`src/rtl/number_entry_buffer.sv`:
```
// Keypad entry register: builds an N-digit decimal/hex operand and keeps its binary value,
// digit nibbles and a space-padded ASCII string. DEL re-derives the value over several cycles.
module number_entry_buffer #(
  parameter int DIGITS  = 6,
  parameter int VALUE_W = 20
) (
  input  logic                        clk,
  input  logic                        rst,
  input  logic                        mode,
  input  logic [4:0]                  key_code,
  input  logic                        key_valid,
  output logic                        key_ready,
  output logic [VALUE_W-1:0]          value,
  output logic                        value_valid,
  output logic [4*DIGITS-1:0]         digits,
  output logic [$clog2(DIGITS+1)-1:0] count,
  output logic [8*DIGITS-1:0]         ascii,
  output logic                        reject
);
  localparam int CW = $clog2(DIGITS+1);
  localparam int PW = VALUE_W + 5;
  localparam logic [CW-1:0] FULL = CW'(DIGITS);
  localparam logic [CW-1:0] ONE  = CW'(1);

  typedef enum logic {IDLE, CONV} state_t;
  state_t state, state_next;

  logic                mode_q;
  logic [PW-1:0]       acc;
  logic [CW-1:0]       conv_left;
  logic [CW-1:0]       conv_idx;
  logic [3:0]          d;
  logic [3:0]          conv_digit;
  logic [3:0]          nib;
  logic [PW-1:0]       digit_prod;
  logic [PW-1:0]       conv_prod;
  logic [4*DIGITS-1:0] digits_push;
  logic mode_change, accept, is_digit, do_clr, do_del, del_to_conv;
  logic digit_bad, do_reject, digit_take, conv_last;

  // Radix-10 multiply stays shift-and-add so no multiplier is inferred.
  function automatic logic [PW-1:0] mul_add(input logic [PW-1:0] v, input logic hex,
                                            input logic [3:0] dig);
    logic [PW-1:0] dx;
    dx = {{(PW-4){1'b0}}, dig};
    if (hex) mul_add = (v << 4) + dx;
    else     mul_add = (v << 3) + (v << 1) + dx;
  endfunction

  assign mode_change = (mode != mode_q);
  assign accept      = key_valid && (state == IDLE) && !mode_change;
  assign d           = key_code[3:0];
  assign is_digit    = accept && !key_code[4];
  assign do_clr      = accept && (key_code == 5'd16);
  assign do_del      = accept && (key_code == 5'd17) && (count != '0);
  assign del_to_conv = do_del && (count != ONE);

  assign digit_prod  = mul_add({5'b0, value}, mode, d);
  assign digit_bad   = (!mode && (d > 4'd9)) || (count == FULL) || (digit_prod[PW-1:VALUE_W] != '0);
  assign do_reject   = is_digit && digit_bad;
  assign digit_take  = is_digit && !digit_bad && !((d == 4'd0) && (count == '0));

  // Re-conversion walks the surviving digits from the most significant one down.
  assign conv_idx    = conv_left - ONE;
  assign conv_digit  = digits[{conv_idx, 2'b00} +: 4];
  assign conv_prod   = mul_add(acc, mode, conv_digit);
  assign conv_last   = (state == CONV) && (conv_left == ONE);

  always_comb begin
    digits_push      = digits << 4;
    digits_push[3:0] = d;
  end

  always_ff @(posedge clk) begin
    if (rst) state <= IDLE;
    else     state <= state_next;
  end

  always_comb begin
    state_next = state;
    if (mode_change) begin
      state_next = IDLE;
    end else begin
      case (state)
        IDLE: if (del_to_conv) state_next = CONV;
        CONV: if (conv_last)   state_next = IDLE;
        default: state_next = IDLE;
      endcase
    end
  end

  always_comb begin
    key_ready   = (state == IDLE);
    value_valid = (state == IDLE);
  end

  // A radix change invalidates the entry, so it clears everything and wins over any key.
  always_ff @(posedge clk) begin
    if (rst) begin
      mode_q    <= mode;
      digits    <= '0;
      count     <= '0;
      value     <= '0;
      acc       <= '0;
      conv_left <= '0;
      reject    <= 1'b0;
    end else begin
      mode_q <= mode;
      reject <= do_reject;
      if (mode_change) begin
        digits    <= '0;
        count     <= '0;
        value     <= '0;
        acc       <= '0;
        conv_left <= '0;
      end else if (do_clr) begin
        digits <= '0;
        count  <= '0;
        value  <= '0;
      end else if (digit_take) begin
        digits <= digits_push;
        count  <= count + ONE;
        value  <= digit_prod[VALUE_W-1:0];
      end else if (do_del) begin
        digits <= digits >> 4;
        count  <= count - ONE;
        if (del_to_conv) begin
          acc       <= '0;
          conv_left <= count - ONE;
        end else begin
          value <= '0;
        end
      end else if (state == CONV) begin
        acc       <= conv_prod;
        conv_left <= conv_left - ONE;
        if (conv_last) value <= conv_prod[VALUE_W-1:0];
      end
    end
  end

  // An empty entry still shows a single "0" in the least-significant position.
  always_comb begin
    nib = '0;
    for (int i = 0; i < DIGITS; i++) begin
      nib = digits[4*i +: 4];
      if (CW'(i) < count)
        ascii[8*i +: 8] = (nib < 4'd10) ? (8'h30 + {4'h0, nib}) : (8'h37 + {4'h0, nib});
      else
        ascii[8*i +: 8] = 8'h20;
    end
    if (count == '0) ascii[7:0] = 8'h30;
  end

endmodule
```
`config.mk`:
```
export PLATFORM = sky130hd
export DESIGN_NAME = number_entry_buffer
export DESIGN_NICKNAME = d
export VERILOG_FILES = /design/src/rtl/number_entry_buffer.sv
export SDC_FILE = /design/constraint.sdc
export NUM_CORES = 1
export LEC_CHECK = 0
export ABC_AREA = 1
export CAP_MARGIN = 0
export CORE_MARGIN = 3
export CORE_UTILIZATION = 30
export DETAILED_ROUTE_END_ITERATION = 7
export PLACE_DENSITY = 0.51
export SETUP_SLACK_MARGIN = 0.3
export SLEW_MARGIN = 5
export SYNTH_ARGS = -nofsm -noshare
export SYNTH_HDL_FRONTEND = slang
export SYNTH_SLANG_ARGS = --single-unit
```
`constraint.sdc`:
```
create_clock -name clk -period 4.9 [get_ports clk]
set_clock_uncertainty 0.2 [all_clocks]
set_input_delay 0.98 -clock clk [delete_from_list [all_inputs] [get_ports clk]]
set_output_delay 0.98 -clock clk [all_outputs]
set_load 0.01 [all_outputs]
```
# Word-level counts from Yosys, hierarchy flattened
# Index checks and enable logic that the tools add are counted.
word_totals:
  regBits: 72
  latchBits: 0
  ram_bits: 0
  romBits: 0
  inputBits: 9
  out_inout_bits: 98
  elab_cells: 119
  memories: 0
classes:
  add_sub_neg: 21
  multipliers: 0
  div_mod_pow: 0
  order_cmp: 13
  n_eq_ne: 8
  shifts: 1
  n_mux: 33
  bitwise_logic: 3
  reduce_logical: 32
ops:
  columns: ["cell", "n"]
  rows:
  - ["two-way mux 20 bit", 6]
  - ["adder 6 x 4 -> 7 bit, first input constant", 12]
  - ["two-way mux 7 bit", 12]
  - ["two-way mux 19 bit", 3]
  - ["adder 24 x 4 -> 25 bit", 2]
  - ["two-way mux 24 bit", 2]
  - ["adder 20 x 4 -> 20 bit", 2]
  - ["two-way mux 25 bit", 1]
  - ["adder 23 x 21 -> 24 bit", 1]
  - ["less-than comparator 4 bit, second input constant", 6]
  - ["indexed part select 24 x 6 -> 4 bit", 1]
  - ["adder 20 bit", 1]
  - ["two-way mux 3 bit", 5]
  - ["logical AND 1 bit", 13]
  - ["equality test 5 bit, second input constant", 2]
  - ["nonzero test 3 bit", 3]
  - ["two-way mux 8 bit", 1]
  - ["less-than comparator 1 x 3 -> 1 bit, first input constant", 2]
  - ["less-than comparator 2 x 3 -> 1 bit, first input constant", 2]
  - ["less-than comparator 3 bit, first input constant", 2]
  - ["subtractor 3 x 1 -> 3 bit, second input constant", 2]
  - ["zero test 1 bit", 5]
  - ["nonzero test 5 bit", 1]
  - ["greater-than comparator 4 bit, second input constant", 1]
  - ["18 further kinds", 23]

# Longest topological paths before layout
# Gate-level depths: netlist (run 1).
depth:
  word_depth: 10
  ltp_mapped: 25
  depth_no_buf: 24

# Worst setup path after synthesis (run 1)
# Ideal clock, no wire load.
synth_path:
  kind: "reg2reg"
  from: "register conv_left[0]"
  to: "register value[18]"
  setup_time_ns: 0.117
  t_arrival_ns: 3.654
  required_ns: 4.583
  slack_ns: 0.929
  stages_incl_launch_ff: 24
  n_path_buf: 1
  synth_period_minus_slack_ns: 3.971
  cell_sequence: "dfxtp_1 -> inv_1 -> buf_2 -> ha_1 -> xnor2_1 -> inv_1 -> a211oi_1 -> o22ai_1 -> fa_1 -> fa_1 -> nand3_1 -> nand2_1 -> a21boi_0 -> o21ai_0 -> nand3_1 -> nand2_1 -> nand2_1 -> nand3_1 -> nand2_1 -> inv_1 -> nand2_1 -> nand2_1 -> nor2_1 -> nor2_1"
synth_via:
  elab_chain_cells: 8
  elab_cells_between_ends: 13
  classes_between: "add/sub: 3; eq/ne: 1; shift: 1; mux: 5; reduce/logical: 3"
synth_rtl:
  columns: ["item", "line", "source"]
  rows:
  - ["start, declared", "30", "logic [CW-1:0] conv_left;"]
  - ["start signal, assigned", "129", "conv_left <= count - ONE;"]
  - ["start signal, assigned", "135", "conv_left <= conv_left - ONE;"]
  - ["subtractor 3 x 1 -> 3 bit", "64", "assign conv_idx = conv_left - ONE;"]
  - ["indexed part select 24 x 6 -> 4 bit", "65", "assign conv_digit = digits[{conv_idx, 2'b00} +: 4];"]
  - ["adder 20 x 4 -> 20 bit, on equally long branches", "47, 46", null]
  - ["two-way mux 20 bit", "46", "if (hex) mul_add = (v << 4) + dx;"]
  - ["two-way mux 20 bit", "136", "if (conv_last) value <= conv_prod[VALUE_W-1:0];"]
  - ["two-way mux 20 bit", "133", "end else if (state == CONV) begin"]
  - ["two-way mux 20 bit", "124", "end else if (do_del) begin"]
  - ["two-way mux 20 bit", "120", "end else if (digit_take) begin"]
  - ["end signal, assigned", "123", "value <= digit_prod[VALUE_W-1:0];"]
  - ["end signal, assigned", "136", null]
  - ["end, declared", "13", "output logic [VALUE_W-1:0] value,"]
# Parallel ways exist; a longest one is shown, timed or not. The select of a mux whose other input is x is not followed.
# A chain may end at the register's enable or synchronous reset.

# Final worst setup path (run 1)
layout_path:
  from: "input port key_code[3]"
  to: "register value[0]"
layout_via:
  elab_chain_cells: 9
  elab_cells_between_ends: 27
  classes_between: "add/sub: 2; order compare: 1; eq/ne: 3; mux: 3; reduce/logical: 18"
layout_rtl:
  columns: ["item", "line", "source"]
  rows:
  - ["start, declared", "10", "input logic [4:0] key_code,"]
  - ["adder 24 x 4 -> 25 bit (tied with other cells)", "47", "else mul_add = (v << 3) + (v << 1) + dx;"]
  - ["two-way mux 25 bit / logical AND 1 bit (equally long branches)", "46, 59", null]
  - ["nonzero test 5 bit / logical OR 1 bit (equally long branches)", "59", "assign digit_bad = (!mode && (d > 4'd9)) || (count == FULL) || (digit_prod[PW-1:VALUE_W] != '0);"]
  - ["logical OR 1 bit", "59", null]
  - ["zero test 1 bit", "61", "assign digit_take = is_digit && !digit_bad && !((d == 4'd0) && (count == '0));"]
  - ["logical AND 1 bit (2 in a row)", "61", null]
  - ["inequality test 3 x 2 -> 1 bit (no line) / nonzero test 3 bit (equally long branches)", null, null]
  - ["AND reduction 3 bit (no line)", null, null]
# Parallel ways exist; a longest one is shown, timed or not.

==> results.cfg, run 1 <==
[outcome]
status = complete, no violations

[logic_synthesis]
synthAdderAreaFrac_pct = 15.37
synth_edf_count = 0
yosys.area_share.xor_xnor_pct = 2.562
synth_top_family_by_area = simple AND/OR/NAND/NOR gates
muxShareOfSynthArea_pct = 0
synthCells = 1233
synth_warnings = 0
async_flop_share_pct = 0
ys_seq_area_share_pct = 19.16
synth_area_sq_mm = 0.007522
synth-simple-area-share_pct = 33.58
synth_compound_area_share_pct = 17.33
synth_ff_type = dfxtp_1
ys_ff_latch = 72
synth_cell_types = 46
syn_area_per_cell_sq_um = 6.101

[cts]
post_cts_buffers = 0
clock_latency_ns = 0.34
cts_sinks = 72
path_clk_slew_ns = 0.06
clock_path_buffers = 2
cts_made_buffers = 9
clockRootBuffer = clkbuf_16
tritoncts = yes
cts_htree_levels = 3

[sta]
finalHoldViolCount = 0
slew_violations = 0
finalSetupViolCount = 0
layout_min_cycle_time_ns = 4.280
finalCritPeriodShare_pct = 87.35
worst_pin_slew_ns = 0.7202
slew_headroom_pct = 51.92
fin_tns_setup_ns = 0
grt_setup_unrepaired = yes
fmaxAchievable_ghz = 0.2336

[power_and_ir_drop]
ir_drop_mv = 0.1462
power_density_mw_per_mm2 = 161.4
p_leak_nw = 4.216
power_mw = 1.465

[final_layout]
multi_input_area_sq_mm = 0.005215
drive_gt1_share_pct = 5.080
diodes = 0
fillerInstances = 2699
fin_cells = 1643
finish.utilization_pct = 37.12
synthToLayoutAreaGrowth_pct = 20.71
seq_area_sq_mm = 0.001441
nNetsFinal = 1413

[detailed_routing]
dr_wl_met2_microns = 12110
drt-total-wl_microns = 26130
met3_length_microns = 957
avgRoutedWirePerCell_microns = 15.91
drtIter0Drc = 593
met1_length_microns = 12580
antenna_left = 0
drc = 0
via_per_inst = 4.899
firstDrtPassIters = 5
vias = 8049
top_layer = met4

[global_route]
globalRouteTotalUtil_pct = 19.33
grt_pass1_wl_microns = 41230
grt.overflow.total = 0
antenna_found_initial = 0
grt_pass1_vias = 7635
grt_max_degree = 53

[placement]
dp_hpwl_microns = 19840
dp_cells = 1626
portBuffers = 100
place.gp.congestion = 0.8755

[setup_path]
rr_startpoint = conv_left[0]$_SDFFE_PP0P_
critPathKind = in2reg
crit_path_end_kind = flip-flop
crit_fanout = 21
start_kind = input port
required_ns = 4.96
crit_start = key_code[3]
arrival_ns = 4.34

[floorplanning]
rows = 57
die-area_sq_mm = 0.02701
fp.dieH_microns = 164.3
ios = 107
initial_core_util_pct = 30.75
die_w_microns = 164.3
fp.coreArea_sq_mm = 0.02446

[worst_hold_path]
min_from = conv_left[1]$_SDFFE_PP0P_
hold_path.class = reg2reg

[flow_run]
max_cap_viol_count = 0
path summary, 6_finish.rpt:
| check | slack, ns | end | cells past startpoint |
|---|---|---|---|
| setup / recovery | 0.62 | value[0]$_SDFFE_PP0P_ | 19 |
| hold / removal | 0.32 | conv_left[1]$_SDFFE_PP0P_ | 2 |
| setup reg to reg | 0.67 | value[18]$_SDFFE_PP0P_ | 24 |
| hold reg to reg | 0.32 | conv_left[1]$_SDFFE_PP0P_ | 2 |
area by class of cell:
| type | count | share of cell area [%] |
|---|---|---|
| clock inverters | 5 | 0.6201 |
| inverters | 166 | 6.890 |
| repair buffers | 113 | 12.04 |
| well taps | 324 | 4.465 |
| flip-flops and latches | 72 | 15.87 |
| clock buffers | 11 | 2.673 |
| multi-input cells | 952 | 57.43 |
cell usage in the layout (no fill, tap or decap), types with 3 or more instances in the layout:
master and count:
fa_1 4, ha_1 85, xnor2_1 15, or2_2 9, nand4_1 12, buf_4 13
nand3_1 138, xor2_1 7, nor2_1 110, inv_2 12, o21ai_0 90, nand2_2 3
a211oi_1 5, nand2_1 298, a21oi_1 119, nor2_2 3, o211ai_1 4, clkdlybuf4s50_1 99
clkbuf_16 9, inv_1 152, conb_1 6, nor3_1 10, dfxtp_1 72
kinds of logic (layout without fill, tap and decap cells):
group	after synthesis	after routing
DFF	72	72
other	1	6
xor gates and xnor gates	22	22
and+or+nand+nor	592	593
buffers and inverters	215	295
adders and majority gates	90	90
AOI/OAI and AO/OA	241	241
metal layers:
metal  up-vias  track usage (%)
met5         -                0
met4         0            4.960
met3        21            2.573
li1       4208                -
met2       171            31.15
met1      3649            27.15
critical path: stages:
cell and delay, ns:
clkdlybuf4s50_1 0.51, inv_1 0.10, fa_1 0.48, inv_1 0.07
fa_1 0.50, nand3_1 0.12, nand3_1 0.15, nand3_1 0.15
nand3_1 0.08, nand2_1 0.06, nand2_1 0.05, nor2_1 0.11
nand2_2 0.08, nand2_4 0.22, buf_4 0.32, nand3_1 0.13
nand2_1 0.08, inv_1 0.04, a21oi_1 0.11
power by group:
part / switching [mW] / internal, mW
sequential: 0.0135 / 0.592
clock: 0.273 / 0.408
combinational: 0.121 / 0.0574
synthesized netlist by cell type (3+ instances only):
cell type | count | area share (%)
ha_1 | 86 | 14
buf_2 | 13 | 0.86
nor2_2 | 3 | 0.25
clkbuf_1 | 15 | 0.75
buf_1 | 3 | 0.15
o211ai_1 | 4 | 0.40
inv_1 | 152 | 7.6
nor3_1 | 10 | 0.67
nand2_2 | 3 | 0.25
or2_2 | 9 | 0.75
nand4_1 | 12 | 1.0
nor2_1 | 110 | 5.5
inv_2 | 13 | 0.65
nand3_1 | 138 | 9.2
a21oi_1 | 119 | 7.9
a211oi_1 | 5 | 0.50
xor2_1 | 7 | 0.82
o21ai_0 | 91 | 6.1
fa_1 | 4 | 1.1
buf_4 | 16 | 1.6
dfxtp_1 | 72 | 19
xnor2_1 | 15 | 1.7
nand2_1 | 298 | 15
registers in the layout, summed over array words and instances (netlist names):
register   count
acc           19
state          1
reject         1
count          3
mode_q         1
value         20
conv_left      3
digits        24
through the flow:
step                hold slack, ns  cell area, sq um  worst slack (ns)
floorplan                   0.2559              7541            0.9290
global placement            0.2842              8765            0.2842
detailed placement          0.2950              8765            0.2346
CTS                         0.3107              9064            0.5061
global route                0.3393              9080            0.2814
finish                      0.3189              9080            0.6197
what timing repair did:
| item | 4_1_cts | 5_1_grt |
|---|---|---|
| setup endpoints to repair | 0 | 12 |
| gates resized for setup | 0 | 3 |
| hold buffers | 0 | 0 |
Power figures use the tool's default switching activity.
==> run 2: changes to the inputs <==
--- a/config.mk
+++ b/config.mk
@@ -8,9 +8,9 @@
 export ABC_AREA = 1
 export CAP_MARGIN = 0
 export CORE_MARGIN = 3
-export CORE_UTILIZATION = 30
+export CORE_UTILIZATION = 40
 export DETAILED_ROUTE_END_ITERATION = 7
-export PLACE_DENSITY = 0.51
+export PLACE_DENSITY = 0.64
 export SETUP_SLACK_MARGIN = 0.3
 export SLEW_MARGIN = 5
 export SYNTH_ARGS = -nofsm -noshare
==> results.cfg, run 2 (synthesis results as in run 1) <==
[setup_path]
start_kind = input port
rr_startpoint = conv_left[0]$_SDFFE_PP0P_
arrival_ns = 4.36
required_ns = 4.97
critPathKind = in2reg
crit_path_end_kind = flip-flop
crit_path_end = digits[21]$_SDFFE_PP0P_
crit_fanout = 64
r2r-end = value[18]$_SDFFE_PP0P_
crit_start = key_code[3]
r2r_cells = 23
reg2reg_slack_ns = 0.61

[placement]
dp_hpwl_microns = 18690
portBuffers = 100
post-place-ws_ns = 0.2071
dpl_cell_area_sq_mm = 0.008643
place.gp.congestion = 0.9234
dp_cells = 1530

[sta]
finalSetupViolCount = 0
fin_tns_setup_ns = 0
layout_min_cycle_time_ns = 4.293
finalHoldViolCount = 0
timing.hold.ws_ns = 0.3133
fmaxAchievable_ghz = 0.2330
slew_violations = 0
finalCritPeriodShare_pct = 87.61
slew_headroom_pct = 53.00
worst_pin_slew_ns = 0.7039
layout_setup_ws_ns = 0.6073
grt_setup_unrepaired = no

[detailed_routing]
drt-total-wl_microns = 24380
met3_length_microns = 1293
avgRoutedWirePerCell_microns = 15.77
top_layer = met4
via_per_inst = 5.328
drc = 0
antenna_left = 0
dr_wl_met2_microns = 11210
met1_length_microns = 11380
vias = 8237
drtIter0Drc = 456
firstDrtPassIters = 7

[power_and_ir_drop]
ir_drop_mv = 0.1471
power_density_mw_per_mm2 = 156.7
power_mw = 1.399
p_leak_nw = 4.203

[final_layout]
drive_gt1_share_pct = 4.860
final_cell_mix = 298 x nand2_1, 152 x inv_1, 138 x nand3_1, 119 x a21oi_1, 110 x nor2_1
final_area_sq_mm = 0.008930
finish.utilization_pct = 49.04
synthToLayoutAreaGrowth_pct = 18.71
nNetsFinal = 1411
biggestRegsByFlops = digits (24), value (20), acc (19)
mostFrequentLayoutCell = nand2_1
diodes = 0
top_register = digits
largest_reg_flops = 24
fin_cells = 1546

[flow_run]
max_cap_viol_count = 0

[cts]
clockRootBuffer = clkbuf_16
cts_hold_buf = 0
clock_path_buffers = 2
tritoncts = yes
cts_sinks = 72
cts_htree_levels = 3
cts_made_buffers = 9
post_cts_buffers = 0
cts-resized-gates = 0
path_clk_slew_ns = 0.06
clock_latency_ns = 0.34

[global_route]
grt_max_degree = 65
globalRouteTotalUtil_pct = 23.88
grt_pass1_vias = 7561
grt_pass1_wl_microns = 39410
antenna_found_initial = 0
grt.overflow.total = 0

[outcome]
status = complete, no violations

[floorplanning]
fp.dieH_microns = 143.1
die-area_sq_mm = 0.02049
rows = 49
ios = 107
initial_core_util_pct = 41.31
fp.coreArea_sq_mm = 0.01821
die_w_microns = 143.1

[worst_hold_path]
hold_path.class = reg2reg
holdPathStages = 2
[run 2: worst max-delay path, cell delays in order]
cell and delay, ns:
clkdlybuf4s50_1 0.50, inv_1 0.10, fa_1 0.49, inv_1 0.07, fa_1 0.51, nand3_1 0.12, nand3_1 0.16, nand3_1 0.15
nand3_1 0.08, nand2_1 0.06, nand2_1 0.04, nor2_1 0.11, nand2_2 0.08, nand2_4 0.19, nand2_8 0.28, inv_4 0.22
nand2_1 0.06, a21oi_1 0.14
[run 2: layout make-up]
| cell class | instances | area (sq um) |
|---|---|---|
| multi-input cells | 951 | 5201 |
| flip-flops and latches | 72 | 1441 |
| clock inverters | 5 | 31.28 |
| well taps | 229 | 286.5 |
| inverters | 166 | 625.6 |
| fillers | 1869 | 9279 |
| repair buffers | 112 | 1091 |
| clock buffers | 11 | 252.7 |
[run 2: routing by layer]
layer / GRT usage [%] / vias to the layer above
li1: - / 4199
met1: 33.58 / 3775
met2: 37.96 / 226
met3: 3.918 / 37
met4: 6.353 / 0
met5: 0 / -
[run 2: power breakdown]
part | internal [mW] | total [mW] | switching [mW]
Sequential | 0.592 | 0.605 | 0.0128
Clock | 0.368 | 0.620 | 0.252
Combinational | 0.0570 | 0.174 | 0.117
[run 2: how the worst min path moves through the flow]
| stage | start | to | slack (ns) |
|---|---|---|---|
| 3_5_place_dp | conv_left[1]$_SDFFE_PP0P_ | conv_left[1]$_SDFFE_PP0P_ | 0.29 |
| 4_1_cts | conv_left[1]$_SDFFE_PP0P_ | conv_left[1]$_SDFFE_PP0P_ | 0.31 |
| 2_1_floorplan | conv_left[1]$_SDFFE_PP0P_ | conv_left[1]$_SDFFE_PP0P_ | 0.26 |
| 6_report | conv_left[1]$_SDFFE_PP0P_ | conv_left[1]$_SDFFE_PP0P_ | 0.31 |
| 5_1_grt | digits[11]$_SDFFE_PP0P_ | digits[11]$_SDFFE_PP0P_ | 0.36 |
| 3_3_place_gp | conv_left[1]$_SDFFE_PP0P_ | conv_left[1]$_SDFFE_PP0P_ | 0.28 |
